File: config.mk
export PLATFORM = sky130hd
export DESIGN_NAME = ram_arbiter
export DESIGN_NICKNAME = d
export VERILOG_FILES = /design/src/rtl/cpu_types_pkg.sv /design/src/rtl/ram_arbiter.sv
export SDC_FILE = /design/constraint.sdc
export NUM_CORES = 1
export LEC_CHECK = 0
export CORE_AREA = 2 2 108 110
export CTS_BUF_LIST = sky130_fd_sc_hd__clkbuf_2
export CTS_CLUSTER_DIAMETER = 120
export DETAILED_ROUTE_END_ITERATION = 6
export DIE_AREA = 0 0 110 112
export SYNTH_ARGS = -nofsm -noshare
export SYNTH_HDL_FRONTEND = slang
export SYNTH_SLANG_ARGS = --single-unit
File: constraint.sdc
create_clock -name CLK -period 2.1 [get_ports CLK]
set_input_delay 0.21 -clock CLK [delete_from_list [all_inputs] [get_ports CLK]]
set_output_delay 0.21 -clock CLK [all_outputs]
set_load 0.1 [all_outputs]
File: src/rtl/cpu_types_pkg.sv
// Shared types for the cache/memory subsystem: RAM port status, the data word
// and the state encoding of the RAM arbiter.
package cpu_types_pkg;

    typedef logic [31:0] word_t;

    typedef enum logic [1:0] {
        FREE   = 2'd0,
        BUSY   = 2'd1,
        ACCESS = 2'd2,
        ERROR  = 2'd3
    } ramstate_t;

    typedef enum logic [1:0] {
        IDLE = 2'd0,
        DACC = 2'd1,
        IACC = 2'd2
    } arbstate_t;

endpackage

File: src/rtl/ram_arbiter.sv
// Arbitrates icache (read-only) and dcache (read/write) word requests onto one
// RAM port, with a streak limit so a busy dcache cannot starve the icache.
module ram_arbiter
    import cpu_types_pkg::*;
#(
    parameter int DSTREAK_MAX = 4
) (
    input  logic      CLK,
    input  logic      nRST,
    // icache side
    input  logic      iREN,
    input  word_t     iaddr,
    output logic      iwait,
    output word_t     iload,
    // dcache side
    input  logic      dREN,
    input  logic      dWEN,
    input  word_t     daddr,
    input  word_t     dstore,
    output logic      dwait,
    output word_t     dload,
    // RAM side
    output logic      ramREN,
    output logic      ramWEN,
    output word_t     ramaddr,
    output word_t     ramstore,
    input  word_t     ramload,
    input  ramstate_t ramstate,
    // status / debug
    output logic [7:0] err_count,
    output arbstate_t  dbg_state
);

    localparam int SW = $clog2(DSTREAK_MAX + 1);
    localparam logic [SW-1:0] STREAK_MAX = SW'(DSTREAK_MAX);

    // Handshake: a requester raises its request with address/data and holds them
    // stable; the arbiter acknowledges by driving that requester's wait low for
    // exactly one cycle, during which the load data is valid. Dropping the
    // request before the acknowledge abandons the access without a pulse.

    arbstate_t       state_q, state_d;
    logic [SW-1:0]   streak_q, streak_d;
    logic [7:0]      err_q, err_d;
    logic            d_req;

    assign d_req     = dREN | dWEN;
    assign err_count = err_q;
    assign dbg_state = state_q;

    always_ff @(posedge CLK or negedge nRST) begin
        if (!nRST) begin
            state_q  <= IDLE;
            streak_q <= '0;
            err_q    <= '0;
        end else begin
            state_q  <= state_d;
            streak_q <= streak_d;
            err_q    <= err_d;
        end
    end

    always_comb begin
        state_d  = state_q;
        streak_d = streak_q;
        err_d    = err_q;
        iwait    = 1'b1;
        dwait    = 1'b1;
        iload    = '0;
        dload    = '0;
        ramREN   = 1'b0;
        ramWEN   = 1'b0;
        ramaddr  = '0;
        ramstore = '0;

        case (state_q)
            IDLE: begin
                if (d_req && (!iREN || (streak_q < STREAK_MAX))) begin
                    state_d = DACC;
                end else begin
                    // Either nothing from the dcache or the icache takes its turn.
                    streak_d = '0;
                    if (iREN) state_d = IACC;
                end
            end
            DACC: begin
                ramaddr  = daddr;
                ramWEN   = dWEN;
                ramREN   = dREN & ~dWEN;
                ramstore = dstore;
                if (!d_req) begin
                    state_d = IDLE;
                end else if (ramstate == ACCESS) begin
                    dwait   = 1'b0;
                    dload   = ramload;
                    state_d = IDLE;
                    if (streak_q < STREAK_MAX) streak_d = streak_q + SW'(1);
                end
            end
            IACC: begin
                ramREN  = 1'b1;
                ramaddr = iaddr;
                if (!iREN) begin
                    state_d = IDLE;
                end else if (ramstate == ACCESS) begin
                    iwait   = 1'b0;
                    iload   = ramload;
                    state_d = IDLE;
                end
            end
            default: state_d = IDLE;
        endcase

        // ERROR is simply retried like BUSY; only the counter notices it.
        if ((state_q != IDLE) && (ramstate == ERROR) && (err_q != 8'hFF)) begin
            err_d = err_q + 8'd1;
        end
    end

endmodule

# Word-level counts from Yosys, hierarchy flattened
# Cells that the tools add are included.
[op_classes]
n_eq_ne = 10
n_addsub = 2
n_reduce_logical = 9
n_bitwise = 3
order_cmp = 1
muxes = 25
[ops]
columns = ["op", "n"]
rows = [
  ["$mux W32", 6],
  ["$pmux W32 S2", 1],
  ["$mux W3", 4],
  ["$mux W2", 5],
  ["$add A8 B1 Y8 const B", 1],
  ["$ne A2 B2 Y1 const B", 4],
  ["$ne A8 B8 Y1 const B", 1],
  ["$eq A2 B2 Y1 const B", 3],
  ["$mux W1", 6],
  ["$pmux W2 S3", 1],
  ["$pmux W3 S2", 1],
  ["$reduce_and A5 Y1", 1],
  ["$reduce_bool A2 Y1", 2],
  ["$add A3 B1 Y3 const B", 1],
  ["$logic_and A1 B1 Y1", 3],
  ["$lt A3 B3 Y1 const B", 1],
  ["$ne A3 B3 Y1 const B", 1],
  ["$eq A2 B1 Y1 const B", 1],
  ["$logic_not A2 Y1", 1],
  ["$pmux W1 S2", 1],
  ["$and A1 B1 Y1", 1],
  ["$logic_not A1 Y1", 1],
  ["$logic_or A1 B1 Y1", 1],
  ["$not A1 Y1", 1],
  ["$or A1 B1 Y1", 1],
]
[word_totals]
out_inout_bits = 142
regBits = 13
elab_cells = 53
input_bits = 135

# Logic depth before layout (Yosys ltp)
# Gate-level depths: netlist of run 1.
[depth]
depth_word = 5
depth_mapped = 8
mapped_depth_nobuf = 7

# Worst setup path after synthesis of run 1
# No wires, ideal clock.
[synth_timing]
path_type = "register to output"
from = "register state_q[1], in the netlist dbg_state[1]"
to = "output port ramaddr[13]"
path_stages_with_launch = 6
required_ps = 1890
n_path_buf = 2
arrival_ps = 3198
path_slack_ps = -1308
cell_sequence = "dfrtp_1 -> ha_1 -> clkbuf_1 -> clkbuf_1 -> a22oi_1 -> nor2b_1"
[synth_via]
elab_chain_cells = 2
elab_cells_between_ends = 3
cone_classes = "eq/ne (2); mux (1)"
[synth_lines]
columns = ["element", "line", "rtl"]
rows = [
  ["from (decl)", "ram_arbiter.sv:42", "arbstate_t state_q, state_d;"],
  ["from (signal assigned)", "ram_arbiter.sv:57", "state_q <= state_d;"],
  ["$eq A2 B2 Y1 / $eq A2 B1 Y1 (equally long branches)", "ram_arbiter.sv:76", "case (state_q)"],
  ["$pmux W32 S2 *", "ram_arbiter.sv:76", ""],
  ["to (decl)", "ram_arbiter.sv:25", "output word_t ramaddr,"],
]
# Mark *: on every way between the ends. The rest lies on a longest branch, timed or not.

# Final worst setup path of run 1
[layout_timing]
from = "register state_q[0], in the netlist dbg_state[0]"
to = "output port dload[5]"
[layout_via]
elab_chain_cells = 2
[layout_lines]
columns = ["element", "line", "rtl"]
rows = [
  ["$eq A2 B1 Y1", "ram_arbiter.sv:76", ""],
  ["$mux W32", "ram_arbiter.sv:76", ""],
  ["to (decl)", "ram_arbiter.sv:21", "output word_t dload,"],
]
# Every way passes these cells.

==> impl_metrics.env, run 1 <==
export IMPL_wire_per_inst_um=17.3
export IMPL_p_per_area_nw_per_um2=1240
export IMPL_start_kind="register"
export IMPL_synth_top_family_by_area="simple AND/OR/NAND/NOR gates"
export IMPL_synthXorXnorAreaFrac=0.0137
export IMPL_dp_cells=670
export IMPL_synth_nets=405
export IMPL_synthArstFlopShare=1.00
export IMPL_vias=2990
export IMPL_grt_max_degree=48
export IMPL_clockBufferDepth=2
export IMPL_clockRootBuffer="clkbuf_2"
export IMPL_synth_adder_area_share=0.0390
export IMPL_postLayoutCoreUtil=0.615
export IMPL_top_level_ports=277
export IMPL_grt_antenna_before_repair=0
export IMPL_cts_tree="built"
export IMPL_dp_hpwl_um=9960
export IMPL_rsz0062_at_grt="yes"
export IMPL_slew_viol_final=0
export IMPL_clock_sinks=13
export IMPL_fin_area_um2=6880
export IMPL_synthTopCellsByArea="and2_1 32%, dfrtp_1 17%, a22oi_1 12%"
export IMPL_ys_top_cells_by_count="97 x and2_1, 32 x a22oi_1, 32 x nor2b_1"
export IMPL_finalCriticalPeriod_ns=2.06
export IMPL_num_fill_cells=897
export IMPL_h_tree_depth=1
export IMPL_placed_area_um2=6630
export IMPL_port_buffers=276
export IMPL_critPathKind="register to output port"
export IMPL_tightestPinTransition_ns=0.575
export IMPL_drive_gt1_frac=0.583
export IMPL_drt_first_pass_iters=4
export IMPL_relSlewSlack=0.616
export IMPL_die_area_um2=12300
export IMPL_yosysWarnings=0
export IMPL_grt_pass1_vias=2996
export IMPL_grt_pass1_wl_um=17300
export IMPL_hold_class="input port to async pin"
export IMPL_place_congestion=0.824
export IMPL_multi_input_area_um2=1990
export IMPL_clkTransAtPathRegs_ns=0.12
export IMPL_synth_most_common_cell="and2_1"
export IMPL_regArea_um2=335
export IMPL_synth_edf_count=0
export IMPL_die_w_um=110
export IMPL_start_util=0.172
export IMPL_layout_nets=684
export IMPL_drc=0
export IMPL_ys_seq_area_frac=0.169
export IMPL_cts_inserted_buffers=3
export IMPL_cap_violations=0
export IMPL_fin_cells=685
export IMPL_cts_hold_buf=0
export IMPL_crit_path_end_kind="output port"
export IMPL_totalWireLength_um=11900
export IMPL_required_ns=1.89
export IMPL_fmax_mhz=486
export IMPL_vias_per_cell=4.36
export IMPL_synthToLayoutAreaGrowth_pct=257
export IMPL_synth_compound_area_frac=0.187
export IMPL_arrival_ns=1.85
export IMPL_finalCritPeriodShare=0.979
export IMPL_yosys_area_share_simple=0.520
export IMPL_syn_inst=264
export IMPL_p_leak_uw=0.00285
export IMPL_crit_fanout=16
export IMPL_ys_seq_elements=13
export IMPL_synth_top_area_frac=0.315
export IMPL_clk_latency_ns=0.25
export IMPL_std_cell_rows=39
export IMPL_fin_setup_tns_ns=0
export IMPL_synth_main_ff_cell="dfrtp_1"
export IMPL_netlist_area_um2=1920
export IMPL_skew_ns=0.00239
export IMPL_final_antenna_net_count=0
export IMPL_yosysTopAreaCell="and2_1"
export IMPL_syn_area_per_cell_um2=7.29
export IMPL_core_area_um2=11200
export IMPL_die_height_um=112
export IMPL_antenna_cells=0
export IMPL_grtUsageTotal=0.181
export IMPL_finalHoldViolations=0
export IMPL_synth_mux_area_frac=0.0176
export IMPL_status="finished clean"
export IMPL_drtIter0Drc=95
export IMPL_finalPower_uw=8500
export IMPL_yosysUniqueCellTypes=35
export IMPL_grt_ovfl_total=0
export IMPL_setup_viol=0
export IMPL_ir_drop_v=0.00105
[final timing paths]
kind	slack, ns	to	startpoint	cells past startpoint
setup / recovery	0.04	dload[5]	dbg_state[0]	7
hold / removal	0.31	err_count[3]	nRST	1
setup reg to reg	0.31	err_count[6]	dbg_state[0]	6
hold reg to reg	0.53	err_count[0]	err_count[0]	1
max in group asynchronous	1.36	dbg_state[0]	nRST	1
min in group CLK	0.53	err_count[0]	err_count[0]	1
[layout make-up]
cell class	instances	area share
clock buffer	4	0.00291
multi-input combinational	224	0.290
tap	143	0.0260
timing repair buffer	295	0.629
inverter	6	0.00382
sequential	13	0.0488
[cell families after synthesis]
family                     Yosys count
AOI/OAI and AO/OA                   50
xor gates and xnor gates             3
adders and majority gates            6
buffers and inverters               27
DFF                                 13
muxes                                3
and+or+nand+nor                    162
[registers in the layout, indices dropped and copies added, names as in the netlist]
name	count
dbg_state	2
err_count	8
streak_q	3
[what timing repair did]
action                                  in CTS  in global routing
endpoints found under the setup margin      96                 98
pin swaps                                    2                  3
setup buffers                                6                  2
gates cloned                                 3                  0
resized for setup                           23                  4
[layer usage]
metal / track usage / up-vias / wire [µm]
met4: 0.0262 / 0 / 174
met1: 0.185 / 1396 / 3990
li1: - / 1450 / -
met3: 0.0451 / 10 / 1030
met5: 0 / - / 0
met2: 0.363 / 134 / 6680
[report_power, final]
group | switching [µW] | leakage, µW | internal [µW] | total [µW]
Sequential | 102 | 0.000159 | 342 | 444
Combinational | 4960 | 0.00267 | 2970 | 7930
Clock | 74.0 | 0.0000166 | 50.6 | 125
[through the flow]
| stage | setup WS, ns | hold WS (ns) |
|---|---|---|
| after floorplan | -0.101 | -0.0856 |
| after global placement | 0.250 | 0.507 |
| after detailed placement | 0.187 | 0.506 |
| after CTS | -0.0337 | 0.321 |
| after global routing | -0.0562 | 0.308 |
| final | 0.0438 | 0.308 |
[cells in the final DEF (no fill, tap or decap), types with 2 or more instances in the layout]
| master | count |
|---|---|
| nor2_4 | 2 |
| dfrtp_2 | 2 |
| bufbuf_16 | 2 |
| nand4_1 | 3 |
| inv_2 | 3 |
| a21oi_1 | 3 |
| nand2_1 | 2 |
| and3b_1 | 2 |
| and2_4 | 61 |
| o21ai_0 | 5 |
| dfrtp_4 | 2 |
| xnor2_1 | 2 |
| nor2_1 | 8 |
| clkbuf_2 | 4 |
| dfrtp_1 | 9 |
| ha_1 | 4 |
| and3_1 | 2 |
| ha_4 | 2 |
| and2_2 | 36 |
| clkdlybuf4s50_1 | 134 |
| buf_4 | 21 |
| mux2_2 | 3 |
| a22oi_2 | 3 |
| buf_12 | 136 |
| inv_1 | 2 |
| nand3_1 | 6 |
| nor2b_4 | 32 |
| o211ai_1 | 4 |
| a22oi_1 | 29 |
[critical path: stages, from the launching register on]
cell and delay (ns):
dfrtp_4 0.50, buf_4 0.15, ha_4 0.18, o21ai_4 0.09, nor2_4 0.06, bufbuf_16 0.29
and2_4 0.17, buf_12 0.16
Power figures use the tool's default switching activity.
==> run 2, diff against run 1 <==
CORE_AREA = 2 2 107 109   (was 2 2 108 110)
DIE_AREA = 0 0 109 111   (was 0 0 110 112)
DONT_BUFFER_PORTS = 1   (was not set)
==> run 2 against run 1 <==
The flow now finishes with violations (negative setup slack). Critical endpoint is now ramREN. Count of clock-buffer cells in the layout unchanged. Cell area decreased by 21%. Largest power group unchanged. Combinational power about the same. Register-to-register slack got worse by 0.17 ns. Setup slack got worse by 0.058 ns. Total power decreased by 0.54%. Fmax decreased by 2.7%. Utilization decreased by 12 points.
==> impl_metrics.env, run 2 (same netlist as run 1, synthesis figures left out) <==
export IMPL_status="finished with violations"
export IMPL_violations="negative setup slack"
export IMPL_place_congestion=0.757
export IMPL_p_leak_uw=0.00223
export IMPL_critPathKind="register to output port"
export IMPL_num_fill_cells=929
export IMPL_h_tree_depth=1
export IMPL_rrSetupSlack_ns=0.14
export IMPL_mostFrequentLayoutCell="buf_12"
export IMPL_finalCritPeriodShare=1.01
export IMPL_largest_reg_flops=8
export IMPL_std_cell_rows=39
export IMPL_clockBufferDepth=2
export IMPL_reg2reg_depth=6
export IMPL_start_util=0.174
export IMPL_slew_viol_final=0
export IMPL_clockRootBuffer="clkbuf_2"
export IMPL_regArea_um2=335
export IMPL_core_area_um2=11100
export IMPL_drive_gt1_frac=0.838
export IMPL_grt_antenna_before_repair=2
export IMPL_cap_violations=0
export IMPL_totalWireLength_um=9940
export IMPL_placed_area_um2=4900
export IMPL_arrival_ns=1.90
export IMPL_drtIter0Drc=116
export IMPL_wire_per_inst_um=18.4
export IMPL_clock_sinks=13
export IMPL_vias_per_cell=4.61
export IMPL_fin_setup_tns_ns=-0.0363
export IMPL_crit_path_end_kind="output port"
export IMPL_skew_ns=0.0198
export IMPL_combPwrFrac=0.935
export IMPL_fin_cells=540
export IMPL_grtUsageTotal=0.147
export IMPL_layout_nets=537
export IMPL_finalPower_uw=8450
export IMPL_ir_drop_v=0.00150
export IMPL_final_antenna_net_count=0
export IMPL_clockPowerShare=0.017
export IMPL_grt_ovfl_total=0
export IMPL_die_height_um=111
export IMPL_r2r_end="err_count[1]"
export IMPL_r2r_start="dbg_state[0]"
export IMPL_tightestPinTransition_ns=0.654
export IMPL_pre_cts_slack_ns=0.191
export IMPL_p_per_area_nw_per_um2=1550
export IMPL_crit_fanout=35
export IMPL_relSlewSlack=0.562
export IMPL_top_level_ports=277
export IMPL_finalCriticalPeriod_ns=2.11
export IMPL_rsz0062_at_grt="yes"
export IMPL_worst_slack_ns=-0.0143
export IMPL_die_w_um=109
export IMPL_grt_max_degree=70
export IMPL_fin_area_um2=5440
export IMPL_drt_first_pass_iters=4
export IMPL_multi_input_area_um2=2140
export IMPL_port_buffers=0
export IMPL_dp_cells=516
export IMPL_required_ns=1.89
export IMPL_grt_pass1_vias=2712
export IMPL_synthToLayoutAreaGrowth_pct=182
export IMPL_switching_share=0.615
export IMPL_die_area_um2=12100
export IMPL_final_cell_mix="120 x buf_12, 61 x and2_4, 36 x and2_2, 32 x a22oi_2, 32 x nor2b_4"
export IMPL_setup_viol=7
export IMPL_vias=2491
export IMPL_p_switching_uw=5200
export IMPL_finalHoldViolations=0
export IMPL_hold_class="input port to register"
export IMPL_fmax_mhz=473
export IMPL_pwr_share_seq=0.048
export IMPL_start_kind="register"
export IMPL_p_int_uw=3250
export IMPL_crit_path_end="ramREN"
export IMPL_drc=0
export IMPL_worstSetupStartpoint="dbg_state[0]"
export IMPL_cts_tree="built"
export IMPL_grt_pass1_wl_um=14200
export IMPL_clk_latency_ns=0.29
export IMPL_clkTransAtPathRegs_ns=0.15
export IMPL_dp_hpwl_um=7350
export IMPL_cts_inserted_buffers=3
run 2: critical path, stage by stage (launching register included):
cell and delay [ns]:
dfrtp_4 0.53, buf_6 0.13, ha_4 0.18, buf_16 0.19, and3b_1 0.20, o21a_2 0.21, buf_12 0.16
run 2: how the worst min path moves through the flow:
stage / from / end / slack [ns] / depth (start not counted)
2_1_floorplan: nRST / err_count[0] / -0.09 / 0
3_3_place_gp: nRST / err_count[1] / -0.09 / 0
3_5_place_dp: nRST / err_count[7] / -0.09 / 0
4_1_cts: ramstate[1] / dbg_state[0] / 0.16 / 2
5_1_grt: iREN / dbg_state[1] / 0.17 / 2
6_report: ramstate[1] / dbg_state[0] / 0.17 / 2
run 2: cell type report:
type / count / share of cell area
clock buffer: 4 / 0.00368
tap: 143 / 0.0329
timing repair buffer: 148 / 0.501
inverter: 6 / 0.00576
sequential: 13 / 0.0617
multi-input combinational: 224 / 0.394
antenna: 2 / 0.000921
run 2: timing repair:
action / CTS / global route
hold buffers: 1 / 0
pin swaps: 25 / 9
buffers inserted: 8 / 5
hold endpoints to repair: 13 / 0
gates cloned: 3 / 3
setup endpoints to repair: 98 / 90
resized for setup: 43 / 31
run 2: metrics by stage:
stage	hold WS [ns]	utilization
floorplan	-0.0856	-
global placement	-0.0852	0.443
detailed placement	-0.0852	0.443
CTS	0.159	0.471
global route	0.169	0.491
finish	0.167	0.491
run 2: power by group through the flow:
stage / combinational, µW / clock, µW / sequential [µW]
after floorplan: 4710 / 0 / 862
after global placement: 7360 / 0 / 398
after detailed placement: 7450 / 0 / 408
after CTS: 7690 / 149 / 402
after global routing: 8140 / 162 / 419
final: 7900 / 142 / 407
run 2: per-layer routing:
metal,GRT usage,up-vias,wire length (µm)
met5,0,-,0
met4,0.0179,0,55
met3,0.0376,6,883
met2,0.289,141,5650
met1,0.157,1188,3350
li1,-,1156,-
